===== config.mk =====
export PLATFORM = sky130hd
export DESIGN_NAME = norm_round_pipe
export DESIGN_NICKNAME = d
export VERILOG_FILES = /design/src/rtl/norm_round_pipe.sv
export SDC_FILE = /design/constraint.sdc
export NUM_CORES = 1
export LEC_CHECK = 0
export BUFFER_PORTS_ARGS = -buffer_cell sky130_fd_sc_hd__buf_2
export CAP_MARGIN = 10
export CORE_MARGIN = 5
export CORE_UTILIZATION = 25
export CTS_CLUSTER_DIAMETER = 120
export DETAILED_ROUTE_END_ITERATION = 12
export GPL_TIMING_DRIVEN = 0
export SLEW_MARGIN = 30
export SYNTH_ARGS = -nofsm -noshare
export SYNTH_HDL_FRONTEND = slang
export SYNTH_SLANG_ARGS = --single-unit

===== constraint.sdc =====
create_clock -name Clk -period 6 [get_ports Clk]
set_input_delay 0.6 -clock Clk [delete_from_list [all_inputs] [get_ports Clk]]
set_output_delay 0.6 -clock Clk [all_outputs]
set_load 0.005 [all_outputs]

===== src/rtl/norm_round_pipe.sv =====
// norm_round_pipe: two-stage normalise-and-round back end shared by the
// add/sub and multiply datapaths, with a valid/ready handshake on both sides.
// Optional feature macro: NORM_ROUND_MODES_EN enables all four rounding modes;
// without it the block always rounds to nearest-even and overflows to +/-Inf.
module norm_round_pipe #(
  parameter int ExponentSize = 8,
  parameter int FractionSize = 23,
  parameter int MantissaSize = FractionSize + 1,
  parameter int DataSize     = 1 + ExponentSize + FractionSize
) (
  input  logic                        Clk,
  input  logic                        Reset,
  input  logic                        InValid,
  output logic                        InReady,
  input  logic                        MULorADD,
  input  logic                        Sign,
  input  logic [ExponentSize-1:0]     ExponentBase,
  input  logic                        EffCarry,
  input  logic [MantissaSize+2:0]     AdderResult,
  input  logic [2*MantissaSize-1:0]   MULResult,
  input  logic [1:0]                  RoundMode,
  output logic                        OutValid,
  input  logic                        OutReady,
  output logic [DataSize-1:0]         Result,
  output logic                        Overflow,
  output logic                        Underflow,
  output logic                        Inexact
);

  localparam int M    = MantissaSize;
  localparam int E    = ExponentSize;
  localparam int F    = FractionSize;
  localparam int ExpW = E + 2;
  localparam int AddW = M + 3;
  localparam int LzcW = $clog2(AddW + 1);

  localparam logic [ExpW-1:0] ExpInf = {2'b00, {E{1'b1}}};

  typedef enum logic [1:0] {
    RndRne = 2'b00,
    RndRtz = 2'b01,
    RndRup = 2'b10,
    RndRdn = 2'b11
  } roundMode_t;

  // Stage 1 state
  logic             r_valid1;
  logic [M-1:0]     r_mant1;
  logic             r_g1;
  logic             r_s1;
  logic             r_sign1;
  logic             r_zero1;
  logic [ExpW-1:0]  r_exp1;

  // Stage 2 state
  logic                r_valid2;
  logic [DataSize-1:0] r_result;
  logic                r_ovf;
  logic                r_unf;
  logic                r_inx;

  // Stage 1 combinational
  logic [LzcW-1:0]  w_lzc;
  logic [AddW-1:0]  w_shifted;
  logic [ExpW-1:0]  w_baseExt;
  logic [M-1:0]     w_mant1;
  logic             w_g1;
  logic             w_s1;
  logic             w_zero1;
  logic [ExpW-1:0]  w_exp1;

  // Stage 2 combinational
  logic                w_ready2;
  roundMode_t          w_mode;
  logic                w_gs;
  logic                w_inc;
  logic [M:0]          w_sum;
  logic [F-1:0]        w_mantR;
  logic [ExpW-1:0]     w_expR;
  logic                w_ovfR;
  logic                w_unfR;
  logic                w_toInf;
  logic [DataSize-1:0] w_resultR;
  logic                w_ovfFlag;
  logic                w_unfFlag;
  logic                w_inxFlag;

`ifdef NORM_ROUND_MODES_EN
  logic [1:0] r_mode1;
  assign w_mode  = roundMode_t'(r_mode1);
  assign w_toInf = (w_mode == RndRne) |
                   ((w_mode == RndRup) & ~r_sign1) |
                   ((w_mode == RndRdn) & r_sign1);
`else
  logic w_unusedMode;
  assign w_unusedMode = ^RoundMode;
  assign w_mode       = RndRne;
  assign w_toInf      = 1'b1;
`endif

  assign w_ready2  = ~r_valid2 | OutReady;
  assign InReady   = ~r_valid1 | w_ready2;
  assign w_baseExt = {2'b00, ExponentBase};
  assign w_shifted = AdderResult << w_lzc;

  // Leading-zero count of the raw adder result; the highest set bit wins
  always_comb begin
    w_lzc = LzcW'(AddW);
    for (int i = 0; i < AddW; i++) begin
      if (AdderResult[i]) w_lzc = LzcW'(AddW - 1 - i);
    end
  end

  // Normalise either the adder or product path into mantissa, guard, sticky, exponent
  always_comb begin
    w_mant1 = '0;
    w_g1    = 1'b0;
    w_s1    = 1'b0;
    w_zero1 = 1'b0;
    w_exp1  = w_baseExt;
    if (MULorADD) begin
      if (MULResult[2*M-1]) begin
        w_mant1 = MULResult[2*M-1 -: M];
        w_g1    = MULResult[M-1];
        w_s1    = |MULResult[M-2:0];
        w_exp1  = w_baseExt + {{(ExpW-1){1'b0}}, 1'b1};
      end else begin
        w_mant1 = MULResult[2*M-2 -: M];
        w_g1    = MULResult[M-2];
        w_s1    = |MULResult[M-3:0];
      end
    end else if (EffCarry) begin
      w_mant1 = {1'b1, AdderResult[AddW-1:4]};
      w_g1    = AdderResult[3];
      w_s1    = |AdderResult[2:0];
      w_exp1  = w_baseExt + {{(ExpW-1){1'b0}}, 1'b1};
    end else begin
      w_mant1 = w_shifted[AddW-1:3];
      w_g1    = w_shifted[2];
      w_s1    = |w_shifted[1:0];
      w_exp1  = w_baseExt - {{(ExpW-LzcW){1'b0}}, w_lzc};
      w_zero1 = (AdderResult == '0);
    end
  end

  // Stage 1 register: occupancy follows the handshake, data loads only on accept
  always_ff @(posedge Clk or posedge Reset) begin
    if (Reset) begin
      r_valid1 <= 1'b0;
      r_mant1  <= '0;
      r_g1     <= 1'b0;
      r_s1     <= 1'b0;
      r_sign1  <= 1'b0;
      r_zero1  <= 1'b0;
      r_exp1   <= '0;
`ifdef NORM_ROUND_MODES_EN
      r_mode1  <= 2'b00;
`endif
    end else begin
      if (InReady) r_valid1 <= InValid;
      if (InValid && InReady) begin
        r_mant1 <= w_mant1;
        r_g1    <= w_g1;
        r_s1    <= w_s1;
        r_sign1 <= Sign;
        r_zero1 <= w_zero1;
        r_exp1  <= w_exp1;
`ifdef NORM_ROUND_MODES_EN
        r_mode1 <= RoundMode;
`endif
      end
    end
  end

  // Round increment from the mode, then renormalise on mantissa carry-out
  always_comb begin
    w_gs = r_g1 | r_s1;
    case (w_mode)
      RndRne:  w_inc = r_g1 & (r_s1 | r_mant1[0]);
      RndRtz:  w_inc = 1'b0;
      RndRup:  w_inc = ~r_sign1 & w_gs;
      RndRdn:  w_inc = r_sign1 & w_gs;
      default: w_inc = 1'b0;
    endcase
    w_sum   = {1'b0, r_mant1} + {{M{1'b0}}, w_inc};
    w_mantR = w_sum[M] ? w_sum[M-1:1] : w_sum[M-2:0];
    w_expR  = r_exp1 + {{(ExpW-1){1'b0}}, w_sum[M]};
    w_ovfR  = $signed(w_expR) >= $signed(ExpInf);
    w_unfR  = w_expR[ExpW-1] | (w_expR == '0);
  end

  // Exception handling and packing of the final word
  always_comb begin
    w_resultR = {r_sign1, w_expR[E-1:0], w_mantR};
    w_ovfFlag = 1'b0;
    w_unfFlag = 1'b0;
    w_inxFlag = w_gs;
    if (r_zero1) begin
      w_resultR = {r_sign1, {(DataSize-1){1'b0}}};
      w_inxFlag = 1'b0;
    end else if (w_ovfR) begin
      w_resultR = w_toInf ? {r_sign1, {E{1'b1}}, {F{1'b0}}}
                          : {r_sign1, {(E-1){1'b1}}, 1'b0, {F{1'b1}}};
      w_ovfFlag = 1'b1;
      w_inxFlag = 1'b1;
    end else if (w_unfR) begin
      w_resultR = {r_sign1, {(DataSize-1){1'b0}}};
      w_unfFlag = 1'b1;
      w_inxFlag = 1'b1;
    end
  end

  // Stage 2 register: holds result and flags while downstream stalls
  always_ff @(posedge Clk or posedge Reset) begin
    if (Reset) begin
      r_valid2 <= 1'b0;
      r_result <= '0;
      r_ovf    <= 1'b0;
      r_unf    <= 1'b0;
      r_inx    <= 1'b0;
    end else begin
      if (w_ready2) r_valid2 <= r_valid1;
      if (r_valid1 && w_ready2) begin
        r_result <= w_resultR;
        r_ovf    <= w_ovfFlag;
        r_unf    <= w_unfFlag;
        r_inx    <= w_inxFlag;
      end
    end
  end

  assign OutValid  = r_valid2;
  assign Result    = r_result;
  assign Overflow  = r_ovf;
  assign Underflow = r_unf;
  assign Inexact   = r_inx;

endmodule


# == Yosys cells after proc, flatten, opt, wreduce, memory -nomap -nowiden ==
# Cells that the tools add are included.
# totals
input_bits,92
output_inout_bits,37
register_bits,75
elab_cells,87
# op_classes
shift,1
n_mux,53
reduce_logical,8
n_lt_le_gt_ge,1
bitwise,8
n_addsub,4
# op_table
operator,n
5-bit two-way mux,21
31-bit two-way mux,3
24-bit two-way mux,3
27-bit logical NOT,1
27-bit by 5-bit left shift with 27-bit output,1
24-bit by 1-bit adder with 25-bit output,1
23-bit two-way mux,1
23-bit OR reduction,1
22-bit OR reduction,1
10-bit two-way mux,2
1-bit two-way mux,17
4-bit two-way mux,3
10-bit by 1-bit adder with 10-bit output,1
"10-bit by 9-bit >= comparator with 1-bit output, second input constant",1
10-bit logical NOT,1
"8-bit by 1-bit adder with 9-bit output, second input constant",1
9-bit two-way mux,1
8-bit by 5-bit subtractor with 9-bit output,1
1-bit bitwise OR,5
2-bit two-way mux,2
3-bit OR reduction,1
1-bit logical AND,2
1-bit inverter,2
2-bit OR reduction,1
1-bit AND,1

# == Longest topological paths before layout ==
# Gate-level depths: netlist of run 1.
# logic_depth
word_depth,31
depth_mapped,20
ltp_nobuf,18

# == Least setup slack after synthesis of run 1 ==
# OpenSTA, ideal clock, no wires.
# synth_timing
path_type,reg-to-reg
startpoint,register r_g1
endpoint,register r_result[1] (netlist: Result[1])
setup_time_ns,0.122
period_less_slack_ns,4.263
arrival_ns,4.142
path_slack_ns,1.737
path_buffers,2
path_stages_with_launch,20
t_required_ns,5.878
cell_sequence,dfrtp_1 and2_1 ha_1 nand4_1 nor2_1 nand4_1 or3_1 clkbuf_1 inv_1 ha_1 ha_1 nand2_1 nor2_1 xor2_1 or4_1 o41ai_2 nor3_2 and2_1 buf_2 a32o_1
# synth_via
elab_chain_cells,8
elab_cells_between_ends,10
cone_classes,2 x add/sub; 1 x order compare; 4 x mux; 2 x bitwise; 1 x reduce/logical
# synth_rtl
item,line_no,rtl
from (decl),49,logic r_g1;
from (signal assigned),163,r_g1 <= w_g1;
1-bit AND *,179,RndRne: w_inc = r_g1 & (r_s1 | r_mant1[0]);
24-bit by 1-bit adder with 25-bit output *,185,"w_sum = {1'b0, r_mant1} + {{M{1'b0}}, w_inc};"
"parallel branches: the longest is 4 deep, another holds 10-bit by 1-bit adder with 10-bit output",n/a,
31-bit two-way mux *,201,end else if (w_ovfR) begin
31-bit two-way mux *,198,if (r_zero1) begin
to (signal assigned),224,r_result <= w_resultR;
to (decl),57,logic [DataSize-1:0] r_result;
# Mark *: on every way between the ends.
# A chain may end at the register's enable or synchronous reset.

# == Worst setup path after layout of run 1 ==
# layout_timing
startpoint,register r_g1
endpoint,register r_result[21] (netlist: Result[21])
# Same word-level chain as after synthesis.

==> impl_metrics.env, run 1 <==
export IMPL_outcome="finished clean"
export IMPL_static_leakage_power_nw=3.38
export IMPL_seq_power_share_pct=38.1
export IMPL_clk_transition_reported_paths_ns=0.06
export IMPL_post_synth_inst_count=790
export IMPL_setup_total_negative_slack_ns=0
export IMPL_ratio_of_total_power_to_cell_area_nw_per_um2=234
export IMPL_reg2reg_to="Result[21]"
export IMPL_detailed_place_hpwl_mm=20.8
export IMPL_htree_levels=3
export IMPL_pre_cts_slack_ns=1.03
export IMPL_maxCapViolCount=0
export IMPL_route_final_wire_length_mm=25.7
export IMPL_post_route_min_period_ns=5.02
export IMPL_avgViaCountPerCell=5.33
export IMPL_initial_utilization_pct=25.4
export IMPL_yosysWarningCount=0
export IMPL_total_switching_power_mw=0.628
export IMPL_crit_path_max_fanout=10
export IMPL_synthSimpleGateAreaFrac_pct=20.8
export IMPL_synth_mux_area_fraction_pct=13.5
export IMPL_tightestPinTransition_ns=0.886
export IMPL_cts_buffer_depth=2
export IMPL_synth_ff_latch_count=75
export IMPL_utilization_pct=30.5
export IMPL_power_frac_clock_pct=29.5
export IMPL_timing_max_slew_rel_slack_pct=40.5
export IMPL_ir_drop_v=0.000131
export IMPL_placed_cell_area_um2=7390
export IMPL_synth_top_family_by_area="compound AO/OA/AOI/OAI gates"
export IMPL_rr_worst_depth=20
export IMPL_dr_pass1_iters=5
export IMPL_timing_hold_violations_final=0
export IMPL_globalRoute_totalOverflow=0
export IMPL_power_frac_comb_pct=32.4
export IMPL_synth_yosys_seq_area_share_pct=29.4
export IMPL_placement_io_buffers=113
export IMPL_placeableCoreArea_um2=25200
export IMPL_worst_hold_slack_ns=0.323
export IMPL_report_power_total_mw=1.80
export IMPL_vias=6662
export IMPL_setup_worst_path_class="reg -> reg"
export IMPL_post_synth_main_area_contributors="sky130_fd_sc_hd__dfrtp_1 (29%), sky130_fd_sc_hd__mux2i_1 (10%), sky130_fd_sc_hd__a21oi_1 (5.6%)"
export IMPL_required_ns=6.22
export IMPL_n_fill_cell=2766
export IMPL_post_layout_nonfiller_instances=1250
export IMPL_endpoint_arrival_time_on_the_critical_path_ns=5.24
export IMPL_flow_area_growth_from_synthesis_pct=20.2
export IMPL_synthDominantAreaCellType="sky130_fd_sc_hd__dfrtp_1"
export IMPL_finalMaxSlewViolations=0
export IMPL_numClockSinks=75
export IMPL_fin_area_um2=7690
export IMPL_synth_compound_area_share_pct=24.7
export IMPL_synth_async_reset_ratio_pct=100
export IMPL_critical_path_endpoint_type="flop"
export IMPL_yosys_area_share_xor_xnor_pct=4.52
export IMPL_clock_tree_from_tritoncts="done"
export IMPL_drive_gt1_share_pct=18.7
export IMPL_cts_buffers_inserted=9
export IMPL_power_switching_fraction_pct=34.9
export IMPL_detailedRoute_firstIterationViolations=530
export IMPL_finish_net_count=1017
export IMPL_die_w_um=170
export IMPL_timing_critical_path_from_type="flop"
export IMPL_timing_hold_worst_class="in -> async"
export IMPL_design_die_area_um2=28900
export IMPL_fmax_mhz=199
export IMPL_grt_max_degree=44
export IMPL_area_fraction_of_the_dominant_cell_type_after_synthesis_pct=29.4
export IMPL_synth_edff_count=0
export IMPL_critical_path_cell_chain="and2_1 -> ha_1 -> nand4_1 -> nor2_1 -> nand4_1 -> or3_1 -> clkbuf_1 -> inv_1 -> ha_1 -> ha_1 -> nand2_1 -> nor2_1 -> xor2_1 -> or4_1 -> o41ai_2 -> nor3_2 -> and2_1 -> buf_2 -> nand2_2 -> o21ai_1"
export IMPL_antenna_cells_inserted=0
export IMPL_dp_cells=1234
export IMPL_report_final_setup_viol=0
export IMPL_number_of_standard_cell_rows_in_the_floorplan=58
export IMPL_synthFlopType="sky130_fd_sc_hd__dfrtp_1"
export IMPL_synthesis_nets=892
export IMPL_grt_pass1_vias=6526
export IMPL_skew_ns=0.00521
export IMPL_drcViolationCount=0
export IMPL_hold_buffers=0
export IMPL_crit_path_frequent_cell="sky130_fd_sc_hd__ha_1"
export IMPL_post_synth_cell_area_avg_um2=8.09
export IMPL_maximum_cell_stage_delay_along_the_critical_path_ns=0.53
export IMPL_clock_root_buffer="sky130_fd_sc_hd__clkbuf_16"
export IMPL_die_h_um=170
export IMPL_reg2reg_setup_slack_ns=0.98
export IMPL_cts_setup_buffers=0
export IMPL_cell_internal_pwr_mw=1.17
export IMPL_synth_cell_type_count=72
export IMPL_gp_routability_congestion=0.990
export IMPL_antenna_left=0
export IMPL_grt_pass1_wl_mm=39.1
export IMPL_timing_critical_path_slowest_stage_cell="sky130_fd_sc_hd__o41ai_2"
export IMPL_post_route_period_util_pct=83.6
export IMPL_synthesis_area_um2=6390
export IMPL_synth_adder_area_share_pct=2.07
export IMPL_floorplan_io_pins=129
export IMPL_number_of_antenna_violations_at_the_first_check_in_global_routing=0
export IMPL_grt_total_usage_pct=17.4
export IMPL_clock_latency_late_sink_ns=0.34
export IMPL_rsz0062_at_grt="false"
export IMPL_crit_reg2reg_launch="r_g1"
export IMPL_timing_critical_path_from="r_g1"
export IMPL_detail_route_wl_per_cell_um=20.5
export IMPL_cts_resized=0
export IMPL_finalWorstSetupSlack_ns=0.981
export IMPL_critical_path_endpoint="Result[21]"
cell type report:
class / count / area (µm²) / share of cell area (%)
Multi-Input combinational cell: 639 / 4200 / 54.6
Sequential cell: 75 / 1880 / 24.4
Tap cell: 330 / 413 / 5.37
Timing Repair Buffer: 114 / 586 / 7.62
Inverter: 20 / 77.6 / 1.01
Buffer: 56 / 245 / 3.19
Clock inverter: 1 / 5.00 / 0.0651
Clock buffer: 15 / 288 / 3.74
flip-flops by register name, indices dropped and copies added (netlist names):
register and cells:
r_mant1 24, Overflow 1, Underflow 1, r_zero1 1, r_valid1 1, r_g1 1
Inexact 1, OutValid 1, Result 32, r_exp1 10, r_s1 1, r_sign1 1
cells by family (layout without fill, tap and decap cells):
family,Yosys count,in the layout
compound gates,238,238
mux,83,83
xor+xnor,33,33
fa+ha+maj,10,10
flops,75,75
simple gates,275,275
buf+inv,76,206
worst min path at each step:
stage	depth (start not counted)	start	end
6_report	2	Reset	Result[29]
5_1_grt	2	Reset	Result[25]
4_1_cts	2	Reset	r_exp1[8]
3_5_place_dp	2	Inexact	Inexact
3_3_place_gp	1	Overflow	Overflow
2_1_floorplan	2	r_exp1[9]	r_exp1[9]
synthesized netlist by cell type (8+ instances only):
| master | number |
|---|---|
| sky130_fd_sc_hd__nand2b_1 | 15 |
| sky130_fd_sc_hd__a21o_1 | 8 |
| sky130_fd_sc_hd__o21ai_0 | 33 |
| sky130_fd_sc_hd__nand3_1 | 27 |
| sky130_fd_sc_hd__a221o_1 | 8 |
| sky130_fd_sc_hd__nor2_1 | 58 |
| sky130_fd_sc_hd__dfrtp_1 | 75 |
| sky130_fd_sc_hd__a22o_1 | 14 |
| sky130_fd_sc_hd__ha_1 | 9 |
| sky130_fd_sc_hd__inv_1 | 16 |
| sky130_fd_sc_hd__buf_2 | 13 |
| sky130_fd_sc_hd__mux2i_1 | 67 |
| sky130_fd_sc_hd__a21oi_1 | 72 |
| sky130_fd_sc_hd__nand2_1 | 89 |
| sky130_fd_sc_hd__o31ai_1 | 12 |
| sky130_fd_sc_hd__o21ai_1 | 18 |
| sky130_fd_sc_hd__clkbuf_1 | 33 |
| sky130_fd_sc_hd__mux2_2 | 12 |
| sky130_fd_sc_hd__xnor2_1 | 16 |
| sky130_fd_sc_hd__nor3_1 | 23 |
| sky130_fd_sc_hd__o211ai_1 | 8 |
| sky130_fd_sc_hd__nor4_1 | 13 |
| sky130_fd_sc_hd__a31oi_1 | 9 |
| sky130_fd_sc_hd__xor2_1 | 17 |
| sky130_fd_sc_hd__and3_1 | 11 |
per-layer routing:
layer	up-vias	GRT usage (%)	part of all wire [%]
li1	3184	-	-
met1	3199	24.9	47
met2	240	27.1	45
met3	39	1.74	5.8
met4	0	6.88	2.8
met5	-	0	0
placed cells by master (no fill, tap or decap), drive strengths merged, types with 3 or more instances in the layout:
master / count
o31ai: 12
and2: 6
xnor2: 16
buf: 137
nor4: 13
a32o: 5
or4: 5
a22o: 14
xor2: 17
or3: 7
a31o: 5
nand3: 27
nand2b: 15
a21o: 8
o21a: 3
o211ai: 8
nand2: 90
a221o: 8
o21ai: 53
a31oi: 9
mux2i: 68
o22ai: 5
a221oi: 7
and3: 11
a22oi: 5
nor3: 24
a211oi: 5
o221ai: 3
nor3b: 4
inv: 19
clkbuf: 48
a21oi: 72
nor2: 58
ha: 9
dfrtp: 75
mux2: 15
nand4: 7
critical path: cells and delay by family, from the launching register on:
family,cells,cell delay [ns]
fa+ha+maj,3,0.68
xor+xnor,1,0.13
buf+inv,3,0.57
flops,1,0.44
compound gates,2,0.63
simple gates,11,2.44
power groups by stage:
stage | Sequential, mW | Combinational, mW | Clock, mW
5_1_grt | 0.700 | 0.640 | 0.553
3_3_place_gp | 0.690 | 0.572 | 0
6_report | 0.686 | 0.582 | 0.530
2_1_floorplan | 0.674 | 0.350 | 0
3_5_place_dp | 0.695 | 0.579 | 0
4_1_cts | 0.686 | 0.581 | 0.530
No activity file was read; power rests on OpenSTA's default activity.
==> run 2: changes to the inputs <==
==> constraint.sdc (replaced) <==
create_clock -name Clk -period 4.9 [get_ports Clk]
set_input_delay 0.49 -clock Clk [delete_from_list [all_inputs] [get_ports Clk]]
set_output_delay 0.49 -clock Clk [all_outputs]
set_load 0.005 [all_outputs]
==> run 2 against run 1 <==
  * Flip-flop and latch count is the same
  * Combinational power grew 23%
  * Clock power grew 22%
  * Setup slack lost 0.69 ns
  * Total power grew 23%
  * Die area is the same
  * Critical endpoint unchanged
==> impl_metrics.env, run 2 (synthesized netlist as in run 1, its figures left out) <==
export IMPL_placeableCoreArea_um2=25200
export IMPL_layout_area_seq_um2=1880
export IMPL_flow_area_growth_from_synthesis_pct=20.7
export IMPL_number_of_standard_cell_rows_in_the_floorplan=58
export IMPL_gp_routability_congestion=0.990
export IMPL_dr_pass1_iters=5
export IMPL_report_final_setup_viol=0
export IMPL_clock_root_buffer="sky130_fd_sc_hd__clkbuf_16"
export IMPL_n_fill_cell=2759
export IMPL_globalRoute_totalOverflow=0
export IMPL_post_layout_nonfiller_instances=1251
export IMPL_setup_worst_path_class="reg -> reg"
export IMPL_outcome="finished clean"
export IMPL_crit_path_frequent_cell="sky130_fd_sc_hd__ha_1"
export IMPL_post_route_period_util_pct=94.0
export IMPL_skew_ns=0.00452
export IMPL_cts_buffer_depth=2
export IMPL_floorplan_io_pins=129
export IMPL_layout_commonest_cell="sky130_fd_sc_hd__buf_2"
export IMPL_die_w_um=170
export IMPL_clk_transition_reported_paths_ns=0.06
export IMPL_htree_levels=3
export IMPL_detail_route_wl_per_cell_um=20.7
export IMPL_cts_buffers_inserted=9
export IMPL_drcViolationCount=0
export IMPL_finalMaxSlewViolations=0
export IMPL_maxCapViolCount=0
export IMPL_static_leakage_power_nw=3.40
export IMPL_post_route_min_period_ns=4.60
export IMPL_critical_path_cell_chain="and2_1 -> ha_1 -> nand4_1 -> nor2_1 -> nand4_1 -> or3_1 -> inv_1 -> ha_1 -> ha_1 -> nand2_1 -> nor2_1 -> xor2_1 -> or4_1 -> o41ai_4 -> nor3_2 -> and2_1 -> buf_2 -> nand2_2 -> o21ai_1"
export IMPL_numClockSinks=75
export IMPL_grt_max_degree=44
export IMPL_vias=6681
export IMPL_ir_drop_v=0.000161
export IMPL_initial_utilization_pct=25.4
export IMPL_critical_path_endpoint_type="flop"
export IMPL_worst_hold_slack_ns=0.209
export IMPL_grt_total_usage_pct=17.5
export IMPL_clock_latency_late_sink_ns=0.34
export IMPL_path_buf_inv=2
export IMPL_fmax_mhz=217
export IMPL_tightestPinTransition_ns=0.900
export IMPL_reg2reg_to="Result[21]"
export IMPL_detailed_place_hpwl_mm=20.8
export IMPL_required_ns=5.12
export IMPL_maximum_cell_stage_delay_along_the_critical_path_ns=0.55
export IMPL_timing_max_slew_rel_slack_pct=40.0
export IMPL_antenna_cells_inserted=0
export IMPL_hold_buffers=0
export IMPL_grt_pass1_vias=6547
export IMPL_detailedRoute_firstIterationViolations=557
export IMPL_avgViaCountPerCell=5.34
export IMPL_finish_net_count=1018
export IMPL_rsz0062_at_grt="false"
export IMPL_timing_hold_violations_final=0
export IMPL_most_common_layout_cells="sky130_fd_sc_hd__buf_2 (126), sky130_fd_sc_hd__nand2_1 (89), sky130_fd_sc_hd__dfrtp_1 (74)"
export IMPL_timing_critical_path_from_type="flop"
export IMPL_timing_hold_worst_class="in -> async"
export IMPL_design_die_area_um2=28900
export IMPL_ratio_of_total_power_to_cell_area_nw_per_um2=286
export IMPL_crit_path_max_fanout=10
export IMPL_crit_reg2reg_launch="r_mant1[0]"
export IMPL_reg2reg_setup_slack_ns=0.30
export IMPL_placement_io_buffers=113
export IMPL_multiInputGateArea_um2=4210
export IMPL_route_final_wire_length_mm=25.8
export IMPL_report_power_total_mw=2.20
export IMPL_antenna_left=0
export IMPL_clock_tree_from_tritoncts="done"
export IMPL_largest_register_ffs=32
export IMPL_die_h_um=170
export IMPL_rr_worst_depth=19
export IMPL_dp_cells=1234
export IMPL_number_of_antenna_violations_at_the_first_check_in_global_routing=0
export IMPL_grt_pass1_wl_mm=39.2
export IMPL_timing_critical_path_slowest_stage_cell="sky130_fd_sc_hd__or4_1"
export IMPL_endpoint_arrival_time_on_the_critical_path_ns=4.83
export IMPL_crit_family="simple AND/OR/NAND/NOR gates"
export IMPL_drive_gt1_share_pct=19.1
-- run 2: cell types whose count changed in the layout (fill, tap and decap cells not counted) --
cell / before / now
sky130_fd_sc_hd__clkbuf_1: 35 / 34
sky130_fd_sc_hd__xnor2_2: 0 / 1
sky130_fd_sc_hd__dfrtp_1: 75 / 74
sky130_fd_sc_hd__o41ai_4: 0 / 1
sky130_fd_sc_hd__o41ai_2: 2 / 1
sky130_fd_sc_hd__dfrtp_2: 0 / 1
sky130_fd_sc_hd__buf_4: 1 / 3
sky130_fd_sc_hd__xnor2_1: 16 / 15
-- run 2: cell type report --
cell class | count | share of cell area (%)
Tap cell | 330 | 5.35
Clock inverter | 1 | 0.0649
Clock buffer | 15 | 3.73
Timing Repair Buffer | 116 | 7.78
Inverter | 20 | 1.01
Buffer | 55 | 3.13
Multi-Input combinational cell | 639 | 54.6
Sequential cell | 75 | 24.3
-- run 2: worst register-to-register path: stages, from the launching register on --
cell	delay [ns]
sky130_fd_sc_hd__dfrtp_1	0.41
sky130_fd_sc_hd__and2_1	0.17
sky130_fd_sc_hd__ha_1	0.22
sky130_fd_sc_hd__nand4_1	0.11
sky130_fd_sc_hd__nor2_1	0.19
sky130_fd_sc_hd__nand4_1	0.16
sky130_fd_sc_hd__or3_1	0.52
sky130_fd_sc_hd__inv_1	0.18
sky130_fd_sc_hd__ha_1	0.20
sky130_fd_sc_hd__ha_1	0.25
sky130_fd_sc_hd__nand2_1	0.09
sky130_fd_sc_hd__nor2_1	0.14
sky130_fd_sc_hd__xor2_1	0.13
sky130_fd_sc_hd__or4_1	0.55
sky130_fd_sc_hd__o41ai_4	0.36
sky130_fd_sc_hd__nor3_2	0.14
sky130_fd_sc_hd__and2_1	0.20
sky130_fd_sc_hd__buf_2	0.18
sky130_fd_sc_hd__nand2_2	0.18
sky130_fd_sc_hd__o21ai_1	0.10
-- run 2: timing repair --
action | 4_1_cts | 5_1_grt
pin swaps | 1 | 1
setup buffers | 1 | 1
endpoints found under the setup margin | 23 | 23
gates cloned | 0 | 0
resized for setup | 1 | 2
-- run 2: worst max-delay path by stage --
stage	startpoint	endpoint	slack, ns	depth (start not counted)
2_1_floorplan	r_g1	Result[1]	0.64	19
6_report	r_mant1[0]	Result[21]	0.30	19
4_1_cts	r_g1	Result[21]	0.13	20
3_5_place_dp	r_g1	Result[21]	-0.07	20
5_1_grt	r_mant1[0]	Result[19]	0.03	19
3_3_place_gp	r_g1	Result[13]	-0.04	20
-- run 2: where the power goes --
part | internal (mW) | switching, mW | leakage (nW) | total [mW]
Combinational | 0.299 | 0.417 | 2.32 | 0.716
Sequential | 0.737 | 0.103 | 0.929 | 0.840
Clock | 0.398 | 0.251 | 0.146 | 0.649
Total | 1.43 | 0.771 | 3.40 | 2.20
-- run 2: through the flow --
step	TNS, ns	cell area [µm²]	setup WS (ns)	util [%]
detailed placement	-0.789	7390	-0.0736	29.4
global route	0	7720	0.0260	30.6
global placement	-0.386	7370	-0.0442	29.3
CTS	0	7700	0.134	30.6
finish	0	7720	0.296	30.6
floorplan	0	6390	0.637	-
-- run 2: per-layer routing --
metal	up-vias	routed length (µm)	GRT usage, %
li1	3185	-	-
met1	3201	11900	24.9
met2	253	11500	27.3
met3	42	1610	1.74
met4	0	731	6.88
met5	-	0	0
==> run 3: changes to the inputs <==
--- a/config.mk
+++ b/config.mk
@@ -12,6 +12,7 @@
 export CTS_CLUSTER_DIAMETER = 120
 export DETAILED_ROUTE_END_ITERATION = 12
 export GPL_TIMING_DRIVEN = 0
+export RECOVER_POWER = 50
 export SLEW_MARGIN = 30
 export SYNTH_ARGS = -nofsm -noshare
 export SYNTH_HDL_FRONTEND = slang
==> run 3 against run 2 <==
  * The run now ends with max-capacitance violations, max-slew violations left
  * Die area unchanged
  * Hold slack better by 0.18 ns
  * Non-clock buffer count unchanged
  * Critical path depth is the same
  * Setup slack improved by 0.014 ns
  * Clock skew is essentially flat
  * Critical path type unchanged
==> impl_metrics.env, run 3 (synthesized netlist as in run 1, its figures left out) <==
export IMPL_placeableCoreArea_um2=25200
export IMPL_setup_total_negative_slack_ns=0
export IMPL_critical_path_endpoint_type="flop"
export IMPL_crit_reg2reg_launch="r_g1"
export IMPL_avgViaCountPerCell=5.35
export IMPL_post_route_min_period_ns=4.59
export IMPL_layout_commonest_cell="sky130_fd_sc_hd__buf_2"
export IMPL_multiInputGateArea_um2=4210
export IMPL_die_w_um=170
export IMPL_required_ns=5.12
export IMPL_grt_total_usage_pct=17.5
export IMPL_skew_ns=0.00449
export IMPL_finish_net_count=1018
export IMPL_report_final_setup_viol=0
export IMPL_grt_max_degree=44
export IMPL_violations="max-capacitance violations, max-slew violations"
export IMPL_cts_buffer_depth=2
export IMPL_clock_root_buffer="sky130_fd_sc_hd__clkbuf_16"
export IMPL_drcViolationCount=0
export IMPL_post_route_period_util_pct=93.7
export IMPL_initial_utilization_pct=25.4
export IMPL_layout_area_seq_um2=1880
export IMPL_vias=6696
export IMPL_detailed_place_hpwl_mm=20.8
export IMPL_globalRoute_totalOverflow=0
export IMPL_cts_buffers_inserted=9
export IMPL_detail_route_wl_per_cell_um=20.7
export IMPL_timing_hold_violations_final=0
export IMPL_finalMaxSlewViolations=78
export IMPL_number_of_antenna_violations_at_the_first_check_in_global_routing=0
export IMPL_clk_transition_reported_paths_ns=0.06
export IMPL_flow_area_growth_from_synthesis_pct=20.3
export IMPL_most_common_layout_cells="sky130_fd_sc_hd__buf_2 (120), sky130_fd_sc_hd__nand2_1 (89), sky130_fd_sc_hd__dfrtp_1 (74)"
export IMPL_ratio_of_total_power_to_cell_area_nw_per_um2=286
export IMPL_largest_register_ffs=32
export IMPL_rsz0062_at_grt="false"
export IMPL_placement_io_buffers=113
export IMPL_tightestPinTransition_ns=1.89
export IMPL_timing_hold_worst_start="Sign"
export IMPL_maxCapViolCount=2
export IMPL_grt_pass1_vias=6547
export IMPL_dr_pass1_iters=5
export IMPL_number_of_standard_cell_rows_in_the_floorplan=58
export IMPL_grt_pass1_wl_mm=39.2
export IMPL_floorplan_io_pins=129
export IMPL_fmax_mhz=218
export IMPL_antenna_left=0
export IMPL_setup_worst_path_class="reg -> reg"
export IMPL_htree_levels=3
export IMPL_crit_path_max_fanout=10
export IMPL_ir_drop_v=0.000161
export IMPL_timing_max_slew_rel_slack_pct=-26.5
export IMPL_min_to="r_sign1"
export IMPL_drive_gt1_share_pct=18.3
export IMPL_outcome="finished, violations left"
export IMPL_antenna_cells_inserted=0
export IMPL_numClockSinks=75
export IMPL_static_leakage_power_nw=3.36
export IMPL_min_delay_path_depth=2
export IMPL_gp_routability_congestion=0.990
export IMPL_design_die_area_um2=28900
export IMPL_route_final_wire_length_mm=25.9
export IMPL_clock_tree_from_tritoncts="done"
export IMPL_rr_worst_depth=19
export IMPL_reg2reg_to="Result[21]"
export IMPL_report_power_total_mw=2.20
export IMPL_clock_latency_late_sink_ns=0.34
export IMPL_endpoint_arrival_time_on_the_critical_path_ns=4.81
export IMPL_detailedRoute_firstIterationViolations=587
export IMPL_n_fill_cell=2765
export IMPL_timing_critical_path_from_type="flop"
export IMPL_reg2reg_setup_slack_ns=0.31
export IMPL_timing_hold_worst_class="in -> reg"
export IMPL_die_h_um=170
run 3: worst max-delay path by stage:
| stage | start | depth (start not counted) | to | slack (ns) |
|---|---|---|---|---|
| 2_1_floorplan | r_g1 | 19 | Result[1] | 0.64 |
| 3_3_place_gp | r_g1 | 20 | Result[13] | -0.04 |
| 3_5_place_dp | r_g1 | 20 | Result[21] | -0.07 |
| 4_1_cts | r_g1 | 20 | Result[21] | 0.13 |
| 5_1_grt | r_mant1[0] | 19 | Result[19] | 0.03 |
| 6_report | r_g1 | 19 | Result[21] | 0.31 |
run 3: worst max-delay path, stage by stage (launching register included):
cell	delay, ns
sky130_fd_sc_hd__dfrtp_2	0.41
sky130_fd_sc_hd__and2_1	0.16
sky130_fd_sc_hd__ha_1	0.22
sky130_fd_sc_hd__nand4_1	0.11
sky130_fd_sc_hd__nor2_1	0.19
sky130_fd_sc_hd__nand4_1	0.16
sky130_fd_sc_hd__or3_1	0.52
sky130_fd_sc_hd__inv_1	0.18
sky130_fd_sc_hd__ha_1	0.20
sky130_fd_sc_hd__ha_1	0.25
sky130_fd_sc_hd__nand2_1	0.08
sky130_fd_sc_hd__nor2_1	0.14
sky130_fd_sc_hd__xor2_1	0.13
sky130_fd_sc_hd__or4_1	0.55
sky130_fd_sc_hd__o41ai_4	0.36
sky130_fd_sc_hd__nor3_2	0.14
sky130_fd_sc_hd__and2_1	0.20
sky130_fd_sc_hd__buf_2	0.18
sky130_fd_sc_hd__nand2_2	0.18
sky130_fd_sc_hd__o21ai_1	0.10
run 3: layout make-up:
cell class	count	share of cell area [%]
multi-input combinational	639	54.8
tap	330	5.37
clock inverter	1	0.0651
timing repair buffer	116	7.50
sequential	75	24.4
buffer	55	3.14
clock buffer	15	3.74
inverter	20	0.992
run 3: timing repair:
| action | in CTS | in global routing |
|---|---|---|
| gates resized for setup | 1 | 2 |
| hold buffers | 0 | 0 |
| endpoints found under the setup margin | 23 | 23 |
| pin swaps | 1 | 1 |
| buffers inserted | 1 | 1 |
run 3: power by group:
group / internal, mW / total (mW) / switching, mW
sequential: 0.737 / 0.840 / 0.103
clock: 0.398 / 0.647 / 0.249
combinational: 0.294 / 0.713 / 0.418
run 3: layer usage:
layer / track usage [%] / up-vias / part of all wire, %
li1: - / 3182 / -
met1: 24.9 / 3227 / 47
met2: 27.3 / 241 / 45
met3: 1.74 / 46 / 5.5
met4: 6.88 / 0 / 2.9
met5: 0 / - / 0
run 3: stage by stage:
step | setup slack, ns | hold slack [ns] | cell area [µm²] | utilization (%) | cells
finish | 0.310 | 0.386 | 7690 | 30.5 | 1251
CTS | 0.134 | 0.234 | 7700 | 30.6 | 1251
global route | 0.0260 | 0.398 | 7690 | 30.5 | 1251
floorplan | 0.637 | 0.450 | 6390 | - | 790
global placement | -0.0442 | 0.459 | 7370 | 29.3 | 1233
detailed placement | -0.0736 | 0.470 | 7390 | 29.4 | 1234
